<file path="config.mk">
export PLATFORM = sky130hd
export DESIGN_NAME = uart_tx_arbiter
export DESIGN_NICKNAME = d
export VERILOG_FILES = /design/src/rtl/traffic_uart_pkg.sv /design/src/rtl/rr_pick.sv /design/src/rtl/uart_tx_arbiter.sv
export SDC_FILE = /design/constraint.sdc
export NUM_CORES = 1
export LEC_CHECK = 0
export ABC_CLOCK_PERIOD_IN_PS = 2150
export CAP_MARGIN = 20
export CORE_MARGIN = 4
export CORE_UTILIZATION = 43
export DETAILED_ROUTE_END_ITERATION = 10
export MAX_ROUTING_LAYER = met4
export PLACE_DENSITY_LB_ADDON = 0.08
export SKIP_CTS_REPAIR_TIMING = 1
export SYNTH_ARGS = -nofsm -noshare
export SYNTH_HDL_FRONTEND = slang
export SYNTH_SLANG_ARGS = --single-unit
</file>
<file path="constraint.sdc">
create_clock -name clk -period 2.15 [get_ports clk]
set_input_delay 0.215 -clock clk [delete_from_list [all_inputs] [get_ports clk]]
set_output_delay 0.215 -clock clk [all_outputs]
set_load 0.01 [all_outputs]
</file>
<file path="src/rtl/traffic_uart_pkg.sv">
// Shared types and ASCII constants for the traffic controller UART reporting path.
package traffic_uart_pkg;

  typedef enum logic [2:0] {
    StIdle,
    StLoad,
    StStart,
    StWaitBusy,
    StWaitDone
  } arb_state_t;

  localparam logic [7:0] AsciiC     = 8'h43;
  localparam logic [7:0] AsciiN     = 8'h4E;
  localparam logic [7:0] AsciiS     = 8'h53;
  localparam logic [7:0] AsciiE     = 8'h45;
  localparam logic [7:0] AsciiW     = 8'h57;
  localparam logic [7:0] AsciiDigit = 8'h30;

  // Requester lanes wired up at top level.
  localparam int unsigned ReqStatus = 0;
  localparam int unsigned ReqEmerg  = 1;

endpackage

</file>
<file path="src/rtl/rr_pick.sv">
// Combinational round-robin select: first asserted request at or after ptr, wrapping.
module rr_pick #(
  parameter int unsigned NREQ = 3
) (
  input  logic [NREQ-1:0]         req,
  input  logic [$clog2(NREQ)-1:0] ptr,
  output logic [NREQ-1:0]         gnt,
  output logic                    any
);

  localparam int unsigned PtrW = $clog2(NREQ);

  logic [PtrW-1:0] idx;

  always_comb begin
    gnt = '0;
    any = 1'b0;
    idx = '0;
    for (int unsigned i = 0; i < NREQ; i++) begin
      idx = PtrW'((32'(ptr) + i) % NREQ);
      if (!any && req[idx]) begin
        gnt[idx] = 1'b1;
        any      = 1'b1;
      end
    end
  end

endmodule

</file>
<file path="src/rtl/uart_tx_arbiter.sv">
// Round-robin arbiter sharing one uart_tx among message sources; holds the grant for a
// whole message and supervises the start/busy handshake with a watchdog and length cap.
module uart_tx_arbiter
  import traffic_uart_pkg::*;
#(
  parameter int unsigned NREQ        = 3,
  parameter int unsigned TIMEOUT_CYC = 16,
  parameter int unsigned MAX_MSG_LEN = 8
) (
  input  logic              clk,
  input  logic              rst_n,
  input  logic [NREQ-1:0]   req_valid,
  input  logic [NREQ*8-1:0] req_data,
  input  logic [NREQ-1:0]   req_last,
  output logic [NREQ-1:0]   req_ready,
  output logic [NREQ-1:0]   grant,
  output logic [7:0]        tx_data,
  output logic              tx_start,
  input  logic              tx_busy,
  output logic [NREQ-1:0]   msg_done,
  output logic              err_timeout,
  output logic              err_len
);

  localparam int unsigned PtrW = $clog2(NREQ);
  localparam int unsigned CntW = $clog2(MAX_MSG_LEN + 1);
  localparam int unsigned WdW  = $clog2(TIMEOUT_CYC + 1);

  arb_state_t      state_q, state_d;
  logic [NREQ-1:0] grant_q, grant_d;
  logic [PtrW-1:0] owner_q, owner_d;
  logic [PtrW-1:0] rr_ptr_q, rr_ptr_d;
  logic [CntW-1:0] byte_cnt_q, byte_cnt_d;
  logic [WdW-1:0]  wd_q, wd_d;
  logic            last_q, last_d;
  logic [7:0]      tx_data_q, tx_data_d;
  logic [NREQ-1:0] msg_done_q, msg_done_d;
  logic            err_timeout_q, err_timeout_d;
  logic            err_len_q, err_len_d;

  logic [NREQ-1:0] pick_gnt;
  logic            pick_any;
  logic [PtrW-1:0] pick_idx;
  logic [PtrW-1:0] next_ptr;
  logic [7:0]      lanes [NREQ];

  rr_pick #(
    .NREQ(NREQ)
  ) u_rr_pick (
    .req(req_valid),
    .ptr(rr_ptr_q),
    .gnt(pick_gnt),
    .any(pick_any)
  );

  always_comb begin
    pick_idx = '0;
    for (int unsigned i = 0; i < NREQ; i++) begin
      lanes[i] = req_data[8*i +: 8];
      if (pick_gnt[i]) pick_idx = PtrW'(i);
    end
  end

  assign next_ptr = (owner_q == PtrW'(NREQ - 1)) ? '0 : owner_q + PtrW'(1);

  always_comb begin
    state_d       = state_q;
    grant_d       = grant_q;
    owner_d       = owner_q;
    rr_ptr_d      = rr_ptr_q;
    byte_cnt_d    = byte_cnt_q;
    wd_d          = wd_q;
    last_d        = last_q;
    tx_data_d     = tx_data_q;
    msg_done_d    = '0;
    err_timeout_d = 1'b0;
    err_len_d     = 1'b0;

    unique case (state_q)
      StIdle: begin
        // A byte still on the wire (e.g. from before a reset) must finish first.
        if (pick_any && !tx_busy) begin
          grant_d    = pick_gnt;
          owner_d    = pick_idx;
          byte_cnt_d = '0;
          state_d    = StLoad;
        end
      end
      StLoad: begin
        if (req_valid[owner_q]) begin
          tx_data_d  = lanes[owner_q];
          last_d     = req_last[owner_q];
          byte_cnt_d = byte_cnt_q + CntW'(1);
          state_d    = StStart;
        end
      end
      StStart: begin
        wd_d    = '0;
        state_d = StWaitBusy;
      end
      StWaitBusy: begin
        if (tx_busy) begin
          state_d = StWaitDone;
        end else if (wd_q == WdW'(TIMEOUT_CYC - 1)) begin
          err_timeout_d = 1'b1;
          grant_d       = '0;
          rr_ptr_d      = next_ptr;
          state_d       = StIdle;
        end else begin
          wd_d = wd_q + WdW'(1);
        end
      end
      StWaitDone: begin
        if (!tx_busy) begin
          if (last_q) begin
            msg_done_d = grant_q;
            grant_d    = '0;
            rr_ptr_d   = next_ptr;
            state_d    = StIdle;
          end else if (byte_cnt_q == CntW'(MAX_MSG_LEN)) begin
            // Remaining bytes are left with the requester and compete again as a new message.
            err_len_d = 1'b1;
            grant_d   = '0;
            rr_ptr_d  = next_ptr;
            state_d   = StIdle;
          end else begin
            state_d = StLoad;
          end
        end
      end
      default: state_d = StIdle;
    endcase
  end

  always_ff @(posedge clk) begin
    if (!rst_n) begin
      state_q       <= StIdle;
      grant_q       <= '0;
      owner_q       <= '0;
      rr_ptr_q      <= '0;
      byte_cnt_q    <= '0;
      wd_q          <= '0;
      last_q        <= 1'b0;
      tx_data_q     <= 8'h00;
      msg_done_q    <= '0;
      err_timeout_q <= 1'b0;
      err_len_q     <= 1'b0;
    end else begin
      state_q       <= state_d;
      grant_q       <= grant_d;
      owner_q       <= owner_d;
      rr_ptr_q      <= rr_ptr_d;
      byte_cnt_q    <= byte_cnt_d;
      wd_q          <= wd_d;
      last_q        <= last_d;
      tx_data_q     <= tx_data_d;
      msg_done_q    <= msg_done_d;
      err_timeout_q <= err_timeout_d;
      err_len_q     <= err_len_d;
    end
  end

  assign grant       = grant_q;
  assign req_ready   = grant_q & {NREQ{state_q == StLoad}};
  assign tx_start    = (state_q == StStart);
  assign tx_data     = tx_data_q;
  assign msg_done    = msg_done_q;
  assign err_timeout = err_timeout_q;
  assign err_len     = err_len_q;

endmodule

</file>
==> qor.csv <==
stage,metric,value,unit
status,outcome,finished clean,
synth,dominant cell type by area after synthesis,dfxtp_1,
drt,TritonRoute pass-1 iters,4,
synth,Main synth FF type,dfxtp_1,
drt,vias post-DR,1778,
placed_design,dpl ws,-0.008461,ns
timing,RSZ-0062 raised after global routing,no,
clock_network,worst-skew pair later-pin latency,0.28,ns
clock_network,Max H-tree Level,2,
cells_and_area,filler instances,386,
synth,Yosys reg bits,33,
floorplanning,Core Area,4354,µm²
job,Max-Cap Viols,0,
worst_setup_path,data arrival time of the worst path,2.24,ns
worst_setup_path,RR Endpoint,owner_q[1],
timing,Final Hold Viols,0,
worst_setup_path,nature of the critical path startpoint,flop,
cells_and_area,nets@finish,330,
synth,syn nets,271,
cells_and_area,ANT cells,0,
floorplanning,Die Y,75.12,µm
global_routing,largest net degree at the start of global routing,20,
timing,fmax,0.4935,GHz
synth,Synth warnings,0,
timing,"Setup violations, final",0,
cells_and_area,area of the multi-input gates,1211,µm²
placed_design,IO buf count,52,
synth,Mapped Cells,230,
drt,final wirelength,4384,µm
timing,Worst Skew,0.006228,ns
floorplanning,# rows,24,
timing,Final Max Slew Viols,0,
placed_design,Placed Area,2550,µm²
synth,post-synthesis instance area,1937,µm²
drt,wire per inst,12.82,µm
worst_setup_path,crit path max fanout,7,
synth,post-synthesis sequential area ratio,0.3411,
cells_and_area,Reg area,664.4,µm²
global_routing,vias in the first global route,1620,
timing,Worst-Margin Slew,0.5888,ns
hold_path,Hold Crit Class,reg2reg,
floorplanning,Die Span X,75.12,µm
floorplanning,Starting Density,0.4448,
floorplanning,die area,5642,µm²
global_routing,initial antenna violation count,0,
power_and_ir_drop,PwrDens,515.3,nW/µm²
cells_and_area,Area Overhead vs Synth,38.63,%
worst_setup_path,reg2reg path depth,8,
placed_design,gpl congestion,0.8169,
synth,synth unique cells,44,
worst_setup_path,crit path to,owner_q[1],
global_routing,Total GRT Usage,0.1686,
cells_and_area,fin area,2685,µm²
drt,DR vias/cell,5.199,
worst_setup_path,endpoint class of the critical path,flop,
placed_design,HPWL Detailed,3306,µm
synth,Syn Area/Cell,8.421,µm²
power_and_ir_drop,leakage dissipation,1.045,nW
worst_setup_path,worst setup path startpoint,rr_ptr_q[1],
cells_and_area,layout cells sized above 1,0.1138,
clock_network,root buffer cell,clkbuf_8,
clock_network,CTS buffer count,5,
power_and_ir_drop,worst vdd ir,0.3197,mV
synth,share of the synthesized area in the top cell type,0.3411,
drt,DRC,0,
clock_network,Clock Sinks,33,
timing,Final period util,0.9425,
synth,synth top area cells,"dfxtp_1, mux2i_1, nand2_1",
timing,setup slack after layout,0.1237,ns
timing,Fin Hold WS,0.4688,ns
worst_setup_path,Crit Path Category,reg2reg,
worst_setup_path,r2r setup slk,0.12,ns
worst_setup_path,worst path required time,2.36,ns
drt,iteration-0 DRC count of the detailed router,57,
clock_network,CTS tree,yes,
floorplanning,number of I/O pins,53,
global_routing,gr ovfl total,0,
timing,Slew Limit Headroom,0.6060,
global_routing,first-pass GRT wire length,7079,µm
timing,min Tclk post-route,2.026,ns
synth,number of flops mapped to enable cells by yosys,0,
drt,Final ANT Viol Nets,0,
worst_setup_path,worst r2r src,rr_ptr_q[1],
clock_network,Max Root-Sink Buffers,2,
clock_network,clk slew on worst S/H paths,0.06,ns
synth,"FFs w/ async S/R, synth",0,
## power by group
part / internal (W) / switching (W) / total (W)
logic: 0.000159 / 0.000127 / 0.000286
registers: 0.000634 / 0.0000179 / 0.000652
clock network: 0.000230 / 0.000215 / 0.000445
## worst min-delay path by stage
stage,start,to,slack (ns),cells past startpoint
floorplan,tx_busy,state_q[2],0.33,2
global placement,grant[2],msg_done[2],0.46,2
detailed placement,grant[2],msg_done[2],0.46,2
CTS,grant[2],msg_done[2],0.47,2
global route,grant[0],msg_done[0],0.50,2
finish,grant[2],msg_done[2],0.47,2
## critical path: stages (launching register included)
cell	delay [ns]
dfxtp_4	0.37
inv_1	0.07
ha_2	0.20
mux2i_1	0.13
o22ai_2	0.19
a21oi_2	0.07
or4_4	0.55
nand2b_1	0.22
a21boi_2	0.15
## logic make-up after synthesis
family,Yosys count,synth area share
xor+xnor,4,0.01809
flops,33,0.3411
mux,18,0.09367
compound gates,56,0.2177
simple gates,89,0.2254
fa+ha+maj,8,0.05168
buf+inv,22,0.05232
## sequential cells by signal, summed over array words and instances, names as in the netlist
name and count:
msg_done 3, wd_q 5, grant 3, last_q 1, owner_q 2, rr_ptr_q 2, state_q 3, byte_cnt_q 4
err_len 1, err_timeout 1, tx_data 8
## stage by stage
| stage | util | TNS, ns | power, W | std cells |
|---|---|---|---|---|
| 2_1_floorplan | - | 0 | 0.0008074 | 230 |
| 3_3_place_gp | 0.5856 | 0 | 0.0009463 | 332 |
| 3_5_place_dp | 0.5856 | -0.01038 | 0.0009471 | 332 |
| 4_1_cts | 0.6040 | -0.04216 | 0.001390 | 340 |
| 5_1_grt | 0.6167 | 0 | 0.001457 | 342 |
| 6_report | 0.6167 | 0 | 0.001384 | 342 |
## routing by layer
layer | wire (µm) | share of wire | global-route usage | up-vias
li1 | - | - | - | 929
met1 | 2138 | 0.49 | 0.2057 | 788
met2 | 1905 | 0.43 | 0.2650 | 54
met3 | 258 | 0.059 | 0.04005 | 7
met4 | 82 | 0.019 | 0.07115 | 0
met5 | 0 | 0 | - | -
## synthesized netlist by cell type (all sizes together), types with 2 or more instances
master  instances
a211o           2
a21boi          8
a21o            2
a21oi           9
and2            2
and3            3
buf             4
clkbuf          9
dfxtp          33
ha              8
inv             9
mux2i          17
nand2          30
nand2b          5
nand3           6
nand3b          2
nand4           4
nor2           21
nor2b           8
nor3            3
o211a           9
o211ai          9
o21a            2
o21ai           6
o22ai           2
or2             2
xor2            4
## layout make-up
cell class,instances,share of cell area
Clock buffer,8,0.02982
Tap cell,52,0.02423
Timing Repair Buffer,65,0.2349
Inverter,9,0.01258
Sequential cell,33,0.2474
Multi-Input combinational cell,175,0.4511
## cell usage in the layout, fill, tap and decap left out, types with 2 or more instances in the layout
master	instances
clkdlybuf4s50_1	52
dfxtp_1	32
nand2_1	30
nor2_1	21
mux2i_1	17
buf_4	12
o211ai_1	9
o211a_1	9
inv_1	8
a21oi_1	8
nor2b_1	7
nand3_1	6
o21ai_0	6
nand2b_1	5
a21boi_0	5
ha_1	5
clkbuf_8	5
nand4_1	4
xor2_1	4
and3_1	3
nor3_1	3
clkbuf_1	3
nand3b_1	2
or2_2	2
a21o_1	2
and2_1	2
a211o_1	2
o22ai_2	2
a21boi_1	2
o21a_1	2
ha_2	2
No activity file was read; power rests on OpenSTA's default activity.
